<file path="src/rtl/npg_multich_env_pkg.sv">
// Shared types and constants for the multichannel pulse generator:
// envelope state encoding, envelope scale and sequencer phases.
package npg_pkg;

  localparam int ENV_W    = 9;
  localparam int ENV_FULL = 256;

  typedef enum logic [2:0] {
    ENV_IDLE = 3'b000,
    ENV_UP   = 3'b001,
    ENV_ON   = 3'b011,
    ENV_DOWN = 3'b010,
    ENV_OFF  = 3'b110
  } env_state_t;

  typedef enum logic [1:0] {
    SEQ_IDLE,
    SEQ_PH1,
    SEQ_GAP,
    SEQ_PH2
  } seq_state_t;

  function automatic env_state_t env_successor(input env_state_t s);
    env_state_t n;
    case (s)
      ENV_UP:   n = ENV_ON;
      ENV_ON:   n = ENV_DOWN;
      ENV_DOWN: n = ENV_OFF;
      default:  n = ENV_UP;
    endcase
    return n;
  endfunction

endpackage

</file>
<file path="src/rtl/npg_multich_env_if.sv">
// Configuration-in / drive-out bundle between the register bank (master)
// and the pulse generator (slave).
interface npg_multich_env_if #(
  parameter int N_ELEC = 4,
  parameter int FREQ_W = 12,
  parameter int PW_W   = 3,
  parameter int GAP_W  = 2,
  parameter int AMP_W  = 6,
  parameter int RAMP_W = 6,
  parameter int ON_W   = 8,
  parameter int OFF_W  = 10
);
  logic              enable;
  logic [FREQ_W-1:0] freq;
  logic [PW_W-1:0]   phase_dur;
  logic [GAP_W-1:0]  gap;
  logic [AMP_W-1:0]  amplitude;
  logic [RAMP_W-1:0] ramp;
  logic [7:0]        ramp_factor;
  logic [ON_W-1:0]   on_time;
  logic [OFF_W-1:0]  off_time;
  logic [N_ELEC-1:0] electrode1;
  logic [N_ELEC-1:0] electrode2;
  logic [N_ELEC-1:0] up_switches;
  logic [N_ELEC-1:0] down_switches;
  logic [AMP_W-1:0]  amp_out;
  logic [2:0]        env_state;
  logic              pulse_start;

  modport master (
    output enable, freq, phase_dur, gap, amplitude, ramp, ramp_factor,
           on_time, off_time, electrode1, electrode2,
    input  up_switches, down_switches, amp_out, env_state, pulse_start
  );

  modport slave (
    input  enable, freq, phase_dur, gap, amplitude, ramp, ramp_factor,
           on_time, off_time, electrode1, electrode2,
    output up_switches, down_switches, amp_out, env_state, pulse_start
  );
endinterface

</file>
<file path="src/rtl/npg_biphase_seq.sv">
// Biphasic pulse sequencer: phase 1, optional gap, mirrored phase 2,
// with all pulse parameters snapshotted on the start strobe.
module npg_biphase_seq
  import npg_pkg::*;
#(
  parameter int N_ELEC = 4,
  parameter int PW_W   = 3,
  parameter int GAP_W  = 2,
  parameter int AMP_W  = 6
) (
  input  logic              clk,
  input  logic              resetn,
  input  logic              abort,
  input  logic              start,
  input  logic [PW_W-1:0]   phase_dur,
  input  logic [GAP_W-1:0]  gap,
  input  logic [AMP_W-1:0]  amplitude,
  input  logic [N_ELEC-1:0] electrode1,
  input  logic [N_ELEC-1:0] electrode2,
  output logic              busy,
  output logic [N_ELEC-1:0] up_switches,
  output logic [N_ELEC-1:0] down_switches,
  output logic [AMP_W-1:0]  amp_out,
  output logic              pulse_start
);
  localparam int CW = (PW_W > GAP_W) ? PW_W : GAP_W;

  seq_state_t        state_reg;
  logic [CW-1:0]     cnt_reg;
  logic [PW_W-1:0]   pw_reg;
  logic [GAP_W-1:0]  gap_reg;
  logic [N_ELEC-1:0] anode_reg;
  logic [N_ELEC-1:0] cathode_reg;
  logic [N_ELEC-1:0] up_reg;
  logic [N_ELEC-1:0] down_reg;
  logic [AMP_W-1:0]  amp_reg;
  logic              start_reg;
  logic [N_ELEC-1:0] anode_mask;
  logic [N_ELEC-1:0] cathode_mask;

  // Electrodes claimed by both sides are dropped so no bridge leg shorts.
  assign anode_mask   = electrode1 & ~electrode2;
  assign cathode_mask = electrode2 & ~electrode1;

  always_ff @(posedge clk or negedge resetn) begin
    if (!resetn) begin
      state_reg   <= SEQ_IDLE;
      cnt_reg     <= '0;
      pw_reg      <= '0;
      gap_reg     <= '0;
      anode_reg   <= '0;
      cathode_reg <= '0;
      up_reg      <= '0;
      down_reg    <= '0;
      amp_reg     <= '0;
      start_reg   <= 1'b0;
    end else if (abort) begin
      state_reg <= SEQ_IDLE;
      cnt_reg   <= '0;
      up_reg    <= '0;
      down_reg  <= '0;
      amp_reg   <= '0;
      start_reg <= 1'b0;
    end else begin
      start_reg <= 1'b0;
      case (state_reg)
        SEQ_IDLE: if (start) begin
          pw_reg      <= phase_dur;
          gap_reg     <= gap;
          anode_reg   <= anode_mask;
          cathode_reg <= cathode_mask;
          cnt_reg     <= CW'(phase_dur) - 1'b1;
          up_reg      <= anode_mask;
          down_reg    <= cathode_mask;
          amp_reg     <= amplitude;
          start_reg   <= 1'b1;
          state_reg   <= SEQ_PH1;
        end
        SEQ_PH1: begin
          if (cnt_reg != '0) begin
            cnt_reg <= cnt_reg - 1'b1;
          end else if (gap_reg != '0) begin
            state_reg <= SEQ_GAP;
            cnt_reg   <= CW'(gap_reg) - 1'b1;
            up_reg    <= '0;
            down_reg  <= '0;
          end else begin
            state_reg <= SEQ_PH2;
            cnt_reg   <= CW'(pw_reg) - 1'b1;
            up_reg    <= cathode_reg;
            down_reg  <= anode_reg;
          end
        end
        SEQ_GAP: begin
          if (cnt_reg != '0) begin
            cnt_reg <= cnt_reg - 1'b1;
          end else begin
            state_reg <= SEQ_PH2;
            cnt_reg   <= CW'(pw_reg) - 1'b1;
            up_reg    <= cathode_reg;
            down_reg  <= anode_reg;
          end
        end
        default: begin
          if (cnt_reg != '0) begin
            cnt_reg <= cnt_reg - 1'b1;
          end else begin
            state_reg <= SEQ_IDLE;
            up_reg    <= '0;
            down_reg  <= '0;
            amp_reg   <= '0;
          end
        end
      endcase
    end
  end

  assign busy          = (state_reg != SEQ_IDLE);
  assign up_switches   = up_reg;
  assign down_switches = down_reg;
  assign amp_out       = amp_reg;
  assign pulse_start   = start_reg;
endmodule

</file>
<file path="src/rtl/npg_multich_env.sv">
// Pulse generator top: period counter, UP/ON/DOWN/OFF envelope FSM and
// amplitude scaling feeding the biphasic sequencer.
module npg_multich_env
  import npg_pkg::*;
#(
  parameter int N_ELEC = 4,
  parameter int FREQ_W = 12,
  parameter int PW_W   = 3,
  parameter int GAP_W  = 2,
  parameter int AMP_W  = 6,
  parameter int RAMP_W = 6,
  parameter int ON_W   = 8,
  parameter int OFF_W  = 10
) (
  input logic              clk,
  input logic              resetn,
  npg_multich_env_if.slave bus
);
  localparam int CNT_W = (OFF_W > ON_W) ? ((OFF_W > RAMP_W) ? OFF_W : RAMP_W)
                                        : ((ON_W > RAMP_W) ? ON_W : RAMP_W);
  localparam logic [ENV_W:0] FULL_X = ENV_FULL;

  env_state_t              state_reg;
  logic [FREQ_W-1:0]       count_reg;
  logic [FREQ_W-1:0]       freq_reg;
  logic [CNT_W-1:0]        len_cnt_reg;
  logic [ENV_W-1:0]        env_reg;
  logic [CNT_W-1:0]        state_len;
  logic [ENV_W:0]          env_sum;
  logic [ENV_W-1:0]        env_tick;
  logic [ENV_W-1:0]        env_upd;
  logic [AMP_W+ENV_W-1:0]  amp_prod;
  logic [AMP_W-1:0]        amp_calc;
  logic                    tick;
  logic                    len_zero;
  logic                    advance;
  logic                    pulse_state;
  logic                    busy;
  logic                    emit;

  assign tick = bus.enable && (state_reg != ENV_IDLE) && (count_reg == freq_reg);

  always_comb begin
    state_len = '0;
    case (state_reg)
      ENV_UP, ENV_DOWN: state_len = CNT_W'(bus.ramp);
      ENV_ON:           state_len = CNT_W'(bus.on_time);
      ENV_OFF:          state_len = CNT_W'(bus.off_time);
      default:          state_len = '0;
    endcase
  end

  assign len_zero = (state_len == '0);
  assign advance  = len_zero || (tick && (CNT_W'(len_cnt_reg + 1'b1) == state_len));

  // Envelope value this tick's pulse is scaled by (already stepped).
  always_comb begin
    env_sum  = {1'b0, env_reg} + {2'b00, bus.ramp_factor};
    env_tick = '0;
    case (state_reg)
      ENV_UP:   env_tick = (env_sum > FULL_X) ? ENV_W'(ENV_FULL) : env_sum[ENV_W-1:0];
      ENV_ON:   env_tick = ENV_W'(ENV_FULL);
      ENV_DOWN: env_tick = (env_reg > ENV_W'(bus.ramp_factor))
                           ? env_reg - ENV_W'(bus.ramp_factor) : '0;
      default:  env_tick = '0;
    endcase
  end

  assign env_upd  = (tick && !len_zero && (state_reg inside {ENV_UP, ENV_DOWN}))
                    ? env_tick : env_reg;
  assign amp_prod = (AMP_W+ENV_W)'(bus.amplitude) * (AMP_W+ENV_W)'(env_tick);
  assign amp_calc = AMP_W'(amp_prod >> 8);

  assign pulse_state = state_reg inside {ENV_UP, ENV_ON, ENV_DOWN};
  assign emit = tick && pulse_state && !len_zero && !busy
                && (bus.phase_dur != '0) && (amp_calc != '0);

  always_ff @(posedge clk or negedge resetn) begin
    if (!resetn) begin
      state_reg   <= ENV_IDLE;
      count_reg   <= '0;
      freq_reg    <= '0;
      len_cnt_reg <= '0;
      env_reg     <= '0;
    end else if (!bus.enable) begin
      state_reg   <= ENV_IDLE;
      count_reg   <= '0;
      freq_reg    <= bus.freq;
      len_cnt_reg <= '0;
      env_reg     <= '0;
    end else begin
      if ((state_reg == ENV_IDLE) || tick) begin
        count_reg <= '0;
        freq_reg  <= bus.freq;
      end else begin
        count_reg <= count_reg + 1'b1;
      end
      // A tick landing on a transition is credited to the state being left.
      if (advance) begin
        state_reg   <= env_successor(state_reg);
        len_cnt_reg <= '0;
        case (env_successor(state_reg))
          ENV_UP:  env_reg <= '0;
          ENV_ON:  env_reg <= ENV_W'(ENV_FULL);
          ENV_OFF: env_reg <= '0;
          default: env_reg <= env_upd;
        endcase
      end else if (tick) begin
        len_cnt_reg <= len_cnt_reg + 1'b1;
        env_reg     <= env_upd;
      end
    end
  end

  assign bus.env_state = state_reg;

  npg_biphase_seq #(
    .N_ELEC (N_ELEC),
    .PW_W   (PW_W),
    .GAP_W  (GAP_W),
    .AMP_W  (AMP_W)
  ) u_seq (
    .clk           (clk),
    .resetn        (resetn),
    .abort         (!bus.enable),
    .start         (emit),
    .phase_dur     (bus.phase_dur),
    .gap           (bus.gap),
    .amplitude     (amp_calc),
    .electrode1    (bus.electrode1),
    .electrode2    (bus.electrode2),
    .busy          (busy),
    .up_switches   (bus.up_switches),
    .down_switches (bus.down_switches),
    .amp_out       (bus.amp_out),
    .pulse_start   (bus.pulse_start)
  );
endmodule

</file>
<file path="src/flat_wrapper.sv">
// flat-port wrapper written by rule: the top's interface ports become plain ports
module npg_multich_env_flat import npg_pkg::*;
#(
  parameter int N_ELEC = 4,
  parameter int FREQ_W = 12,
  parameter int PW_W   = 3,
  parameter int GAP_W  = 2,
  parameter int AMP_W  = 6,
  parameter int RAMP_W = 6,
  parameter int ON_W   = 8,
  parameter int OFF_W  = 10
)
  (clk, resetn, bus_enable, bus_freq, bus_phase_dur, bus_gap, bus_amplitude, bus_ramp, bus_ramp_factor, bus_on_time, bus_off_time, bus_electrode1, bus_electrode2, bus_up_switches, bus_down_switches, bus_amp_out, bus_env_state, bus_pulse_start);
  npg_multich_env_if #(.N_ELEC(N_ELEC), .FREQ_W(FREQ_W), .PW_W(PW_W), .GAP_W(GAP_W), .AMP_W(AMP_W), .RAMP_W(RAMP_W), .ON_W(ON_W), .OFF_W(OFF_W)) bus_i ();
  input logic clk;
  input logic resetn;
  input wire logic [$bits(bus_i.enable)-1:0] bus_enable;
  input wire logic [$bits(bus_i.freq)-1:0] bus_freq;
  input wire logic [$bits(bus_i.phase_dur)-1:0] bus_phase_dur;
  input wire logic [$bits(bus_i.gap)-1:0] bus_gap;
  input wire logic [$bits(bus_i.amplitude)-1:0] bus_amplitude;
  input wire logic [$bits(bus_i.ramp)-1:0] bus_ramp;
  input wire logic [$bits(bus_i.ramp_factor)-1:0] bus_ramp_factor;
  input wire logic [$bits(bus_i.on_time)-1:0] bus_on_time;
  input wire logic [$bits(bus_i.off_time)-1:0] bus_off_time;
  input wire logic [$bits(bus_i.electrode1)-1:0] bus_electrode1;
  input wire logic [$bits(bus_i.electrode2)-1:0] bus_electrode2;
  output wire logic [$bits(bus_i.up_switches)-1:0] bus_up_switches;
  output wire logic [$bits(bus_i.down_switches)-1:0] bus_down_switches;
  output wire logic [$bits(bus_i.amp_out)-1:0] bus_amp_out;
  output wire logic [$bits(bus_i.env_state)-1:0] bus_env_state;
  output wire logic [$bits(bus_i.pulse_start)-1:0] bus_pulse_start;
  assign bus_i.enable = bus_enable;
  assign bus_i.freq = bus_freq;
  assign bus_i.phase_dur = bus_phase_dur;
  assign bus_i.gap = bus_gap;
  assign bus_i.amplitude = bus_amplitude;
  assign bus_i.ramp = bus_ramp;
  assign bus_i.ramp_factor = bus_ramp_factor;
  assign bus_i.on_time = bus_on_time;
  assign bus_i.off_time = bus_off_time;
  assign bus_i.electrode1 = bus_electrode1;
  assign bus_i.electrode2 = bus_electrode2;
  assign bus_up_switches = bus_i.up_switches;
  assign bus_down_switches = bus_i.down_switches;
  assign bus_amp_out = bus_i.amp_out;
  assign bus_env_state = bus_i.env_state;
  assign bus_pulse_start = bus_i.pulse_start;
  npg_multich_env #(.N_ELEC(N_ELEC), .FREQ_W(FREQ_W), .PW_W(PW_W), .GAP_W(GAP_W), .AMP_W(AMP_W), .RAMP_W(RAMP_W), .ON_W(ON_W), .OFF_W(OFF_W)) u_core (.clk(clk), .resetn(resetn), .bus(bus_i));
endmodule
</file>
<file path="config.mk">
export PLATFORM = sky130hd
export DESIGN_NAME = npg_multich_env_flat
export DESIGN_NICKNAME = d
export VERILOG_FILES = /design/src/rtl/npg_multich_env_pkg.sv /design/src/rtl/npg_multich_env_if.sv /design/src/rtl/npg_biphase_seq.sv /design/src/rtl/npg_multich_env.sv /design/src/flat_wrapper.sv
export SDC_FILE = /design/constraint.sdc
export NUM_CORES = 1
export LEC_CHECK = 0
export BUFFER_PORTS_ARGS = -buffer_cell sky130_fd_sc_hd__clkbuf_2
export CORE_UTILIZATION = 35
export CTS_CLUSTER_DIAMETER = 120
export DETAILED_ROUTE_END_ITERATION = 10
export MAX_ROUTING_LAYER = met4
export SYNTH_ARGS = -nofsm -noshare
export SYNTH_HDL_FRONTEND = slang
export SYNTH_SLANG_ARGS = --single-unit
</file>
<file path="constraint.sdc">
create_clock -name clk -period 9.7 [get_ports clk]
set_input_delay 1.455 -clock clk [delete_from_list [all_inputs] [get_ports clk]]
set_output_delay 1.455 -clock clk [all_outputs]
set_load 0.01 [all_outputs]
</file>
==> impl_results.md <==
* Iter 0 DRT Violations at between 400 and 500
* Post-synth ARST share at 100%
* R2r setup slk at 1.47 ns
* DP HPWL at roughly 14,000 um
* Comb power frac at about 60%
* Tightest Hold Check Type: flop to flop
* Final hold vios at 0
* Int Pwr at ~0.0010 W
* Seq/Total Area, Yosys at a little over a quarter
* Max Slew Vio Count at 0
* Residual DRC at 0
* Initial antenna violation count at 0
* Chip height at about 150 um
* DR pass1 iterations at 4
* Largest net degree at the start of global routing at 70
* Max-cap violations at 0
* Clock Tree Buf Depth at 2
* Net switching power at about 0.0009 W
* Initial core utilization at a little over a third
* Syn_nets at ~980
* VDD IR max at approximately 0.1 mV
* Worst slew pin tran at 0.937 ns
* Footprint of the multi-input gates at between 4000 and 5000 sq um
* Pwr per Cell Area at ~230 nW/um^2
* EDFF count, synth at 0
* Top-Level Pins at between 80 and 90
* DRT antenna net count at 0
* Dominant synthesized flop cell: dfrtp_1
* Worst hold stages at 1
* Min cycle time layout at ~9 ns
* Reg-to-reg endpoint: u_core.u_seq.anode_reg[3]
* Sequential Power Share at between 20 and 25%
* Yosys warning total at 0
* Worst Hold Launch: u_core.u_seq.cnt_reg[1]
* Crit. End Element: flop
* Status: completed
* Area Overhead vs Synth at 13.3%
* Sw frac at between 40% and 50%
* Avg WL per Cell at approximately 15 um
* CTS buffer count at 9
* Cell taking the most area after synthesis: dfrtp_1
* Synth cell count leaders: nand2_1, dfrtp_1, inv_1
* GPL Wtd Cong at 0.926
* Mapped cell area at 7360 sq um
* Clock sink total at around 80
* Mapped Cells at around 830
* Worst skew pair latency at ~0.36 ns
* Via count at approximately 6,000
* Share of cells above drive strength 1 at between 10% and 20%
* Clock Skew at 0.0108 ns
* RSZ-0062 raised after global routing: no
* Worst-path clk slew at ~0.07 ns
* Share of the synthesized area in the top cell type at between 20% and 30%
* Syn avg cell area at slightly below 9 sq um
* CP arrival at 9.25 ns
* Reg2reg path depth at 27
* Worst Path Required at 9.93 ns
* Fillers at ~2,100
* Vias in the first global route at about 6,000
* Hold-fix buffers at CTS at 0
* Die footprint at around 22,000 sq um
* Worst Setup SP: bus_ramp_factor[4]
* Post-CTS Setup Inserts at 0
* CTS H-tree depth at 3
* Tot Pwr at 0.00193 W
* CTS-repair resized insts at 0
* Clock share of power at 17.9%
* All-Layer GR Usage at between 10% and 20%
* Cell mode on critical path: inv_1
* CTS tree: yes
* CP max stage delay at ~0.53 ns
* Crit Path Category: input port to flop
* Final-report setup violation count at 0
* Total area of sequential cells at 1980 sq um
* Crit start category: input port
* Setup crit end: u_core.u_seq.anode_reg[3]
* #FFs+latches synth at just under 80
* Count leader, synth: nand2_1
* Max-slew headroom at the worst pin at 37.5%
* Layout net count at ~1,000
* LEAKAGE at approximately 4 nW
* CP Max Fanout at 13
* Critical R2R Launch: u_core.env_reg[0]
* Clk Tree Root Cell: clkbuf_16
* ANT cells at 0
* PortBufs at 83
* # rows at 52
* Drt total wl at 17,800 um
* CP max-delay cell: a211oi_1
* Total negative slack at 0 ns
* CORE AREA at approximately 20,000 sq um
* Synth top area cells: dfrtp_1, fa_1, ha_1
* Die width at roughly 150 um
* Fin crit share at 93.0%
* Routed vias/inst at between 5 and 6
* Total gr overflow at 0
* Global-route wire length before repair at around 30,000 um
* Fmax achieved at ~0.11 GHz
* Unique masters post-synth at between 70 and 80
## cells in the final DEF (no fill, tap or decap), types with 12 or more instances in the layout
cell type   n
clkbuf_2   82
nand2_1    80
dfrtp_1    79
inv_1      71
nor2_1     68
ha_1       46
a21oi_1    36
xor2_1     36
and2_1     34
nor2b_1    33
mux2i_1    33
fa_1       29
xnor2_1    27
o21ai_0    23
nand2b_1   18
nand3_1    18
mux2_2     16
and3_1     12
## power groups by stage
stage          logic (W)  registers, W  clock network [W]
2_1_floorplan   0.000920      0.000378                  0
3_3_place_gp     0.00117      0.000399                  0
3_5_place_dp     0.00118      0.000399                  0
4_1_cts          0.00119      0.000392           0.000357
5_1_grt          0.00134      0.000397           0.000368
6_report         0.00119      0.000392           0.000346
## worst max-delay path, delay by kind of cell
kind                     cells  cell delay (ns)
AND/OR/NAND/NOR              8             1.84
AO/OA/AOI/OAI                9             2.82
multiplexers                 1             0.38
adder cells (fa/ha/maj)      5             2.37
buffers and inverters        5             0.38
## how the worst min path moves through the flow
stage	to
6_report	u_core.u_seq.cnt_reg[1]
5_1_grt	u_core.u_seq.cnt_reg[1]
4_1_cts	u_core.u_seq.cnt_reg[1]
3_5_place_dp	u_core.u_seq.cnt_reg[1]
3_3_place_gp	u_core.u_seq.cnt_reg[1]
2_1_floorplan	u_core.u_seq.cnt_reg[1]
## kinds of logic after synthesis
kind of cell / count (synthesis) / synth area share (%)
and+or+nand+nor: 314 / 22.2
AOI/OAI and AO/OA: 145 / 13.9
buffers and inverters: 99 / 5.31
DFF: 79 / 26.9
adders and majority gates: 75 / 15.7
xor gates and xnor gates: 63 / 7.50
muxes: 59 / 8.47
## metal layers
layer / GRT usage (%) / up-vias / wire [um]
li1: - / 3005 / -
met1: 23.9 / 2964 / 8770
met2: 27.5 / 98 / 8160
met3: 2.36 / 22 / 547
met4: 5.93 / 0 / 334
met5: - / - / 0
## final cells by class
class,instances,area share (%)
inverters,71,3.20
multi-input cells,656,60.0
repair buffers,88,5.47
well taps,270,4.05
clock buffers,9,2.70
clock inverters,7,0.871
flip-flops and latches,79,23.7
## through the flow
stage / cells / hold slack (ns) / instance area [sq um] / worst slack [ns] / utilization, %
finish: 1180 / 0.487 / 8330 / 0.676 / 40.8
global route: 1180 / 0.512 / 8330 / 0.124 / 40.8
CTS: 1180 / 0.491 / 8320 / 0.503 / 40.7
detailed placement: 1164 / 0.475 / 8030 / 0.153 / 39.3
global placement: 1164 / 0.474 / 8030 / 0.387 / 39.3
floorplan: 834 / 0.458 / 7360 / 1.40 / -
(Power assumes the default switching activity.)
